### src/rtl/pipeline_ctrl_pkg.sv
// Shared types and constants for the pipeline hazard controller.
// Used by pipeline_hazard_ctrl and load_use_detect.
package pipeline_ctrl_pkg;

    localparam int DEF_REG_ADDR_W = 4;
    localparam logic [15:0] NOP_INSTR = 16'h0000;

    typedef enum logic [1:0] {
        RUN   = 2'd0,
        WAIT  = 2'd1,
        FLUSH = 2'd2
    } ctrl_state_e;

endpackage

### src/rtl/load_use_detect.sv
// Combinational load-use hazard detector: the ID instruction reads the register
// that the load currently in EX will write (r0 never creates a hazard).
module load_use_detect
    import pipeline_ctrl_pkg::*;
#(
    parameter int REG_ADDR_W = DEF_REG_ADDR_W
) (
    input  logic [REG_ADDR_W-1:0] id_rs1,
    input  logic [REG_ADDR_W-1:0] id_rs2,
    input  logic                  id_rs1_used,
    input  logic                  id_rs2_used,
    input  logic                  ex_mem_read,
    input  logic [REG_ADDR_W-1:0] ex_rd,
    output logic                  hazard
);

    logic rs1_match_s;
    logic rs2_match_s;

    assign rs1_match_s = id_rs1_used && (id_rs1 == ex_rd);
    assign rs2_match_s = id_rs2_used && (id_rs2 == ex_rd);
    assign hazard      = ex_mem_read && (ex_rd != {REG_ADDR_W{1'b0}})
                         && (rs1_match_s || rs2_match_s);

endmodule

### src/rtl/pipeline_hazard_ctrl.sv
// Pipeline control for PC, IF/ID and ID/EX: branch flush, load-use and fetch stalls.
// Optional saturating stall counter enabled by defining HAZARD_PERF_CNT_EN.
module pipeline_hazard_ctrl
    import pipeline_ctrl_pkg::*;
#(
    parameter int REG_ADDR_W   = DEF_REG_ADDR_W,
    parameter int FLUSH_CYCLES = 1,
    parameter int PERF_W       = 16
) (
    input  logic                  clk,
    input  logic                  reset_n,
    input  logic [REG_ADDR_W-1:0] id_rs1,
    input  logic [REG_ADDR_W-1:0] id_rs2,
    input  logic                  id_rs1_used,
    input  logic                  id_rs2_used,
    input  logic                  ex_mem_read,
    input  logic [REG_ADDR_W-1:0] ex_rd,
    input  logic                  ex_branch_taken,
    input  logic                  imem_valid,
    output logic                  pc_write_en,
    output logic                  ifid_write_en,
    output logic                  ifid_flush,
    output logic                  idex_flush,
    output logic [1:0]            ctrl_state,
    output logic [PERF_W-1:0]     stall_count
);

    localparam logic [1:0] BUBBLE_INIT = 2'(FLUSH_CYCLES - 1);

    ctrl_state_e state_r;
    ctrl_state_e state_nxt_s;
    logic [1:0]  bubble_r;
    logic [1:0]  bubble_nxt_s;
    logic        hazard_s;

    load_use_detect #(
        .REG_ADDR_W (REG_ADDR_W)
    ) u_load_use_detect (
        .id_rs1      (id_rs1),
        .id_rs2      (id_rs2),
        .id_rs1_used (id_rs1_used),
        .id_rs2_used (id_rs2_used),
        .ex_mem_read (ex_mem_read),
        .ex_rd       (ex_rd),
        .hazard      (hazard_s)
    );

    // State and bubble counter registers
    always_ff @(posedge clk or negedge reset_n) begin
        if (!reset_n) begin
            state_r  <= RUN;
            bubble_r <= 2'd0;
        end else begin
            state_r  <= state_nxt_s;
            bubble_r <= bubble_nxt_s;
        end
    end

    // Next-state and enable/flush decode; reset forces the pipeline into a flushed hold
    always_comb begin
        state_nxt_s   = RUN;
        bubble_nxt_s  = 2'd0;
        pc_write_en   = 1'b0;
        ifid_write_en = 1'b0;
        ifid_flush    = 1'b1;
        idex_flush    = 1'b1;
        if (!reset_n) begin
            state_nxt_s = RUN;
        end else begin
            case (state_r)
                RUN, WAIT: begin
                    if (ex_branch_taken) begin
                        pc_write_en   = 1'b1;
                        ifid_write_en = 1'b1;
                        if (FLUSH_CYCLES > 1) begin
                            state_nxt_s  = FLUSH;
                            bubble_nxt_s = BUBBLE_INIT;
                        end else begin
                            state_nxt_s = RUN;
                        end
                    end else if (hazard_s) begin
                        ifid_flush  = 1'b0;
                        state_nxt_s = RUN;
                    end else if (!imem_valid) begin
                        ifid_write_en = 1'b1;
                        idex_flush    = 1'b0;
                        state_nxt_s   = WAIT;
                    end else begin
                        pc_write_en   = 1'b1;
                        ifid_write_en = 1'b1;
                        ifid_flush    = 1'b0;
                        idex_flush    = 1'b0;
                        state_nxt_s   = RUN;
                    end
                end
                // Branches arriving here are ignored: EX holds a bubble
                FLUSH: begin
                    ifid_write_en = 1'b1;
                    idex_flush    = 1'b0;
                    if (bubble_r <= 2'd1) begin
                        state_nxt_s = RUN;
                    end else begin
                        state_nxt_s  = FLUSH;
                        bubble_nxt_s = bubble_r - 2'd1;
                    end
                end
                default: begin
                    state_nxt_s = RUN;
                end
            endcase
        end
    end

    assign ctrl_state = state_r;

`ifdef HAZARD_PERF_CNT_EN
    logic [PERF_W-1:0] stall_cnt_r;

    // Saturating count of cycles in which the PC is held
    always_ff @(posedge clk or negedge reset_n) begin
        if (!reset_n) begin
            stall_cnt_r <= {PERF_W{1'b0}};
        end else if (!pc_write_en && (stall_cnt_r != {PERF_W{1'b1}})) begin
            stall_cnt_r <= stall_cnt_r + PERF_W'(1);
        end else begin
            stall_cnt_r <= stall_cnt_r;
        end
    end

    assign stall_count = stall_cnt_r;
`else
    assign stall_count = {PERF_W{1'b0}};
`endif

endmodule

### config.mk
export PLATFORM = sky130hd
export DESIGN_NAME = pipeline_hazard_ctrl
export DESIGN_NICKNAME = d
export VERILOG_FILES = /design/src/rtl/pipeline_ctrl_pkg.sv /design/src/rtl/load_use_detect.sv /design/src/rtl/pipeline_hazard_ctrl.sv
export SDC_FILE = /design/constraint.sdc
export NUM_CORES = 1
export LEC_CHECK = 0
export CELL_PAD_IN_SITES_DETAIL_PLACEMENT = 1
export CELL_PAD_IN_SITES_GLOBAL_PLACEMENT = 1
export CORE_ASPECT_RATIO = 1.2
export CORE_MARGIN = 4
export CORE_UTILIZATION = 18
export DETAILED_ROUTE_END_ITERATION = 6
export GPL_TIMING_DRIVEN = 0
export HOLD_SLACK_MARGIN = 0.05
export PLACE_DENSITY = 0.72
export SLEW_MARGIN = 10
export SYNTH_ARGS = -nofsm -noshare
export SYNTH_HDL_FRONTEND = slang
export SYNTH_SLANG_ARGS = --single-unit
### constraint.sdc
create_clock -name clk -period 1.5 [get_ports clk]
set_clock_uncertainty 0.15 [all_clocks]
set_input_delay 0.225 -clock clk [delete_from_list [all_inputs] [get_ports clk]]
set_output_delay 0.225 -clock clk [all_outputs]
set_load 0.1 [all_outputs]
==> results of run 1 <==
-- kinds of logic after synthesis --
| kind of cell | count (synthesis) | synth area share |
|---|---|---|
| xor+xnor | 8 | 0.1628 |
| compound gates | 6 | 0.09593 |
| flops | 4 | 0.2326 |
| simple gates | 18 | 0.2210 |
| other cells | 1 | 0.008713 |
| buf+inv | 16 | 0.2791 |
-- per-layer routing --
layer	share of wire	vias up	GRT usage	wire [um]
met5	0	-	0	0
met4	0	0	0.04380	0
met3	0.10	0	0.03632	150
met2	0.51	30	0.1596	748
met1	0.39	204	0.09329	570
li1	-	233	-	-
-- timing repair --
| action | CTS | global route |
|---|---|---|
| hold endpoints to repair | 4 | 0 |
| buffers inserted | 2 | 1 |
| setup endpoints to repair | 7 | 5 |
| pin swaps | 14 | 6 |
| gates resized for setup | 92 | 12 |
| hold buffers | 1 | 0 |
-- critical path: cells and delay by family --
family | cells | cell delay, ns
buf+inv | 3 | 0.40
compound gates | 2 | 0.26
simple gates | 2 | 0.37
xor+xnor | 1 | 0.16
-- Yosys cell counts --
cell and number:
sky130_fd_sc_hd__a21oi_1 1, sky130_fd_sc_hd__a21oi_2 1, sky130_fd_sc_hd__and2_1 1, sky130_fd_sc_hd__and3_1 1
sky130_fd_sc_hd__buf_4 16, sky130_fd_sc_hd__conb_1 1, sky130_fd_sc_hd__dfrtp_1 4, sky130_fd_sc_hd__nand2_1 5
sky130_fd_sc_hd__nand2b_1 1, sky130_fd_sc_hd__nand3_1 2, sky130_fd_sc_hd__nor2_1 2, sky130_fd_sc_hd__nor2b_1 3
sky130_fd_sc_hd__nor3_1 1, sky130_fd_sc_hd__nor3_2 1, sky130_fd_sc_hd__nor4_1 1, sky130_fd_sc_hd__o21ai_0 2
sky130_fd_sc_hd__o31a_1 1, sky130_fd_sc_hd__o41ai_1 1, sky130_fd_sc_hd__xnor2_1 2, sky130_fd_sc_hd__xor2_1 6
-- power by group --
group | internal (mW) | switching [mW] | total, mW
Clock | 0.0892 | 0.0408 | 0.130
Combinational | 0.127 | 0.303 | 0.430
Sequential | 0.110 | 0.000872 | 0.111
Total | 0.326 | 0.345 | 0.671
-- sequential cells by signal (all words and copies together), names as in the netlist --
name and flops:
bubble_r 2, ctrl_state 2
-- per-stage QoR --
step           setup TNS, ns  utilization  total power [mW]  std cells  setup WS (ns)
2_1_floorplan        -0.9252            -            0.4239         68        -0.3172
3_3_place_gp          -8.217       0.3679            0.5047        123         -1.841
3_5_place_dp          -8.753       0.3679            0.5068        123         -1.923
4_1_cts               -1.180       0.4073            0.6669        129        -0.3094
5_1_grt               -1.376       0.4227            0.7109        130        -0.3555
6_report              -1.163       0.4227            0.6707        130        -0.3034
-- final cells by class --
class / count / area, sq um / share of cell area
buffer: 16 / 120.1 / 0.1245
timing repair buffer: 28 / 290.3 / 0.3009
sequential: 4 / 105.1 / 0.1089
tap: 31 / 38.79 / 0.04021
multi-input combinational: 48 / 387.9 / 0.4021
clock buffer: 3 / 22.52 / 0.02335
-- final timing paths --
path,start,endpoint,depth (start not counted)
max,id_rs2[3],ifid_flush,8
min,bubble_r[0]$_DFF_PN0_,bubble_r[0]$_DFF_PN0_,1
max reg2reg,ctrl_state[1]$_DFF_PN0_,ctrl_state[0]$_DFF_PN0_,3
min reg2reg,bubble_r[0]$_DFF_PN0_,bubble_r[0]$_DFF_PN0_,1
max in group asynchronous,reset_n,ctrl_state[1]$_DFF_PN0_,2
min in group asynchronous,reset_n,bubble_r[1]$_DFF_PN0_,2
==> run summary, run 1 <==
The run finished, with violations left. The final reports fail on setup timing. By instance count, the cell type seen most on the critical path is sky130_fd_sc_hd__buf_6. The later-pin clock latency in the skew report came out at 0.23 ns. The fraction of synthesized cell area taken by the top area cell type is 0.2791.

The arrival time reported for the critical path endpoint is between 1 and 1.5 ns. The filler cell count came out at about 290. During synthesis, Yosys emitted a total of 0 warnings.

VDD sags by at most roughly 0.00041 V. The worst-path maximum fanout is 3. The finished cells cover roughly 960 sq um.

The die is 52.64 um wide. The share of final-layout standard cells stronger than drive strength 1 came out at 0.5556. The number of register bits inferred by synthesis is 4. The maximum number of pins on one net before global-route repair came out at 8.

The post-synth design cell area is ~430 sq um. Setup violations remaining at the end of the flow were counted as 4. The net total in the final layout is 120.

Dividing the detail-routed via count by the number of cells gives 3.592. Clock tree synthesis selected as its root buffer the cell sky130_fd_sc_hd__clkbuf_4. Once placement finished, the instance area stood at between 800 and 900 sq um. The wire length of the first global-routing pass came out at 2.090 mm. The number of diodes added for antenna fixing is 0.

The top cell type by total area after synthesis is sky130_fd_sc_hd__buf_4. The area added between synthesis and finish is 124.1%. The largest single stage delay on the critical path is 0.24 ns.

The number of DRC violations after detailed-routing iteration 0 is 8. The count of standard-cell rows came out at 19. The kind of launch point of the worst setup path is an input pin. The initial antenna violation count came out at 0. The worst min-delay path category is register to register. The routed design could run at a clock period as short as between 1.5 and 2 ns. The number of remaining DRC errors came out at 0. The power density over cell area came out at between 600 and 700 mW/mm^2. The max-slew violation count came out at 0.

On the critical path, the stage with the largest delay is an instance of sky130_fd_sc_hd__nor3_2. Based on the critical path, the design can be clocked at up to between 500 and 600 MHz. The global-route congestion overflow total came out at 0.

TritonCTS built the clock tree. STA classifies the critical path endpoint as an output port. The number of global-route vias before repair came out at around 500. Counting every sink on the clock net gives 4. The required time at the endpoint of the critical path came out at approximately 1.1 ns. In this run the number of H-tree levels came out at 1. The vias after detailed routing is between 400 and 500.

The final-report hold violation count is 0. The mean post-synth cell area is approximately 8.1 sq um. Setup repair after global routing could not meet its margin everywhere.

Final hold analysis gives a worst-case slack of 0.2728 ns. The sequential share of the synthesized area came out at 0.2326. Leaving out fill and tap cells, the most frequent cells in the layout are 17 x sky130_fd_sc_hd__buf_4, 16 x sky130_fd_sc_hd__conb_1, 7 x sky130_fd_sc_hd__buf_6.

Max-cap violations in this run came to 0. The count of cell types in the netlist is 20. The reg-to-reg setup timing slack is approximately 0.24 ns. Wires add up to 1.470 mm. Walking the worst path, the cells encountered are buf_6 -> xor2_2 -> nor3_2 -> nand3_2 -> a21oi_4 -> buf_6 -> o21ai_4 -> buf_12. The placer's final routability congestion estimate is 0.6587. The total die area came out at roughly 0.0032 sq mm. For this run, the total global-route usage over all layers was measured as 0.09064. The number of buffers inserted by port buffering is 24.

The HPWL after detailed placement is ~1.1 mm. After layout, the worst setup slack is -0.3034 ns. Before antenna repair, the detailed router went through 2 iterations. The count of antenna-violating nets left after detailed routing is 0. The number of cells produced by synthesis came out at 53. By area the synthesized netlist is led by sky130_fd_sc_hd__buf_4 28%, sky130_fd_sc_hd__dfrtp_1 23%, sky130_fd_sc_hd__xor2_1 12%.

The maximum buffer depth of the clock tree is 2. The initial utilization of the core area, before any placement, comes to 0.1886. The placeable core region came out at between 0.002 and 0.0025 sq mm. Leaving out fill and tap cells, the most frequent cell in the layout is sky130_fd_sc_hd__buf_4. The final period utilization is 1.202. Clock tree synthesis inserted a total of 3 buffers. The static leakage came out at around 0.48 nW. The die height came out at around 62 um. The CTS clock-pin slew for the worst setup and hold paths is about 0.030 ns. The total I/O pin count is 41.

The type of the worst setup path is input pin to output port. The routed length per instance is around 11 um.
Power figures use the tool's default switching activity.
==> run 2, diff against run 1 <==
CTS_BUF_LIST = sky130_fd_sc_hd__clkbuf_16   (was unset)
SLEW_MARGIN = 20   (was 10)
==> run summary, run 2 (synthesis gave the netlist of run 1 again) <==
The flow ran to the end, but the final reports show violations. The checks that failed: setup timing. The critical path is of the input pin to output port type. The width of the chip is about 53 um.

The number of sinks on the clock net is 4. The arrival time reported for the critical path endpoint came out at 1.43 ns. The worst min-delay path category is register to register. The slowest stage of the critical path belongs to the cell sky130_fd_sc_hd__nor3_2. The final-report hold violation count came to 0. The most critical setup path has its endpoint at ifid_flush.

The die is around 62 um tall. Input and output buffers added on the ports amount to 24. The count of buffer and inverter cells on the critical path is 3.

The total power after layout is between 0.9 and 1 mW. The number of DRC violations after detailed-routing iteration 0 came out at 8. At the end of routability-driven placement, the weighted congestion stood at roughly 0.66.

The initial antenna violation count is 0. The max-slew violation count is 0. On the critical path the largest part of the delay comes from buffers and inverters. The net total in the final layout is 119. Summed over all cells, the static leakage comes to approximately 0.5 nW. The worst-case setup margin in the final layout came out at -0.3029 ns. The depth of the critical timing path with buffers and inverters included is 8. The cell occurring most often along the worst timing path is sky130_fd_sc_hd__buf_6. The worst setup path is captured at an output port. The final period utilization is 1.202. The startpoint of the worst register-to-register path is ctrl_state[0]$_DFF_PN0_. Setup repair after global routing could not meet its margin everywhere.

The end of the worst register-to-register path is bubble_r[0]$_DFF_PN0_. Entering global routing, the biggest net connects 8 pins. The area added between synthesis and finish came out at 134.0%.

The stage delay of the slowest cell on the critical path is approximately 0.24 ns. The count of standard-cell rows is 19. The peak ir drop on the vdd network came out at between 0.0008 and 0.0009 V.

The max-cap check violation count is 0. The routed layout has between 400 and 500 vias. The highest achievable clock rate came out at between 500 and 600 MHz. The number of failing setup endpoints in the final timing report came out at 4. The share of final-layout standard cells stronger than drive strength 1 came out at 0.5510. Counting cells, the worst reg-to-reg path comes to 3. The reg-to-reg setup timing slack came out at between 0.3 and 0.4 ns. Clock latency on the worst-skew pair, taken at its later pin, is roughly 0.23 ns.

The total overflow left after global routing is 0. The wire-length estimate of the detail-placed layout is approximately 1.1 mm. Walking the worst path, the cells encountered are buf_6 -> xor2_2 -> nor3_2 -> nand3_2 -> a21oi_4 -> buf_6 -> o21ai_4 -> buf_12.

The wire length of the first global-routing pass came out at about 2.1 mm. The count of antenna-violating nets left after detailed routing is 0. In the global route stage, overall resource usage came out at 0.09414.

The required time at the endpoint of the critical path is approximately 1.1 ns. The CTS root buffer is sky130_fd_sc_hd__clkbuf_16. The deepest level of the CTS H-tree is 1. The top cell types in the final layout, fill and taps aside, are 16 x sky130_fd_sc_hd__buf_4, 16 x sky130_fd_sc_hd__conb_1, 7 x sky130_fd_sc_hd__buf_6. The number of global-route vias before repair is slightly above 500. The worst setup path is launched from an input pin. After detailed routing, the number of remaining DRC violations is 0. The number of detailed-routing iterations run before antenna repair is 2.

The launch point of the critical path is id_rs2[3]. The total die area came out at 0.003241 sq mm. The routed design could run at a clock period as short as around 1.8 ns.

The routed length per instance is approximately 11 um. The placeable core region is around 0.0023 sq mm. The worst-path maximum fanout is 3. TritonCTS built the clock tree.

0 antenna diodes ended up in the layout. The number of buffers created by CTS came out at 3. The initial standard-cell utilization of the core is 0.1886. The via density per instance is around 3.6. The maximum buffer depth of the clock tree came out at 2. Dividing total power by cell area gives a power density of between 900 and 1000 mW/mm^2. The total I/O pin count is around 40. The post-detailed-routing wire length came out at between 1 and 1.5 mm. The share of the core filled with cells in the final layout is 0.4413. The CTS clock-pin slew for the worst setup and hold paths came out at ~0.03 ns.
## run 2: repair_timing
action / 4_1_cts / 5_1_grt
gates cloned: 0 / 0
setup endpoints to repair: 7 / 4
hold buffers: 1 / 0
pin swaps: 14 / 6
buffers inserted: 2 / 0
endpoints found under the hold margin: 4 / 0
resized for setup: 91 / 12
## run 2: power breakdown
group / internal, mW / total [mW] / switching [mW]
logic: 0.126 / 0.428 / 0.302
registers: 0.110 / 0.111 / 0.000836
clock network: 0.341 / 0.416 / 0.0754
## run 2: layout make-up
cell class | instances | area, sq um
Clock buffer | 3 | 75.07
Fill cell | 285 | 1275
Multi-Input combinational cell | 48 | 387.9
Buffer | 16 | 120.1
Timing Repair Buffer | 27 | 280.3
Tap cell | 31 | 38.79
Sequential cell | 4 | 105.1
## run 2: worst min-delay path by stage
stage                     startpoint               endpoint  slack, ns  cells after the start
6_report       bubble_r[0]$_DFF_PN0_  bubble_r[0]$_DFF_PN0_       0.27                      1
5_1_grt        bubble_r[0]$_DFF_PN0_  bubble_r[0]$_DFF_PN0_       0.29                      1
4_1_cts        bubble_r[0]$_DFF_PN0_  bubble_r[0]$_DFF_PN0_       0.28                      1
3_5_place_dp   bubble_r[0]$_DFF_PN0_  bubble_r[0]$_DFF_PN0_       0.27                      1
3_3_place_gp   bubble_r[0]$_DFF_PN0_  bubble_r[0]$_DFF_PN0_       0.26                      1
2_1_floorplan                reset_n  bubble_r[0]$_DFF_PN0_      -0.22                      0
## run 2: per-layer routing
| metal | GRT usage | up-vias | wire length, um |
|---|---|---|---|
| met3 | 0.03632 | 2 | 160 |
| met2 | 0.1613 | 32 | 730 |
| met4 | 0.06569 | 0 | 15 |
| met1 | 0.09329 | 203 | 567 |
| met5 | 0 | - | 0 |
| li1 | - | 232 | - |
## run 2: through the flow
stage	setup TNS (ns)	hold slack [ns]	setup WS, ns	instance area [sq um]	std cells
after detailed placement	-8.753	0.2701	-1.923	839.6	123
after global placement	-8.217	0.2552	-1.841	839.6	123
after floorplan	-0.9252	-0.2206	-0.3172	560.5	68
after global routing	-1.370	0.2908	-0.3555	1007	129
after CTS	-1.180	0.2763	-0.3094	974.7	129
final	-1.152	0.2710	-0.3029	1007	129
## run 2: worst register-to-register path: stages (launching register included)
cell and delay (ns):
sky130_fd_sc_hd__dfrtp_2 0.40, sky130_fd_sc_hd__nor2b_1 0.15, sky130_fd_sc_hd__and3_1 0.21, sky130_fd_sc_hd__nor2b_1 0.14
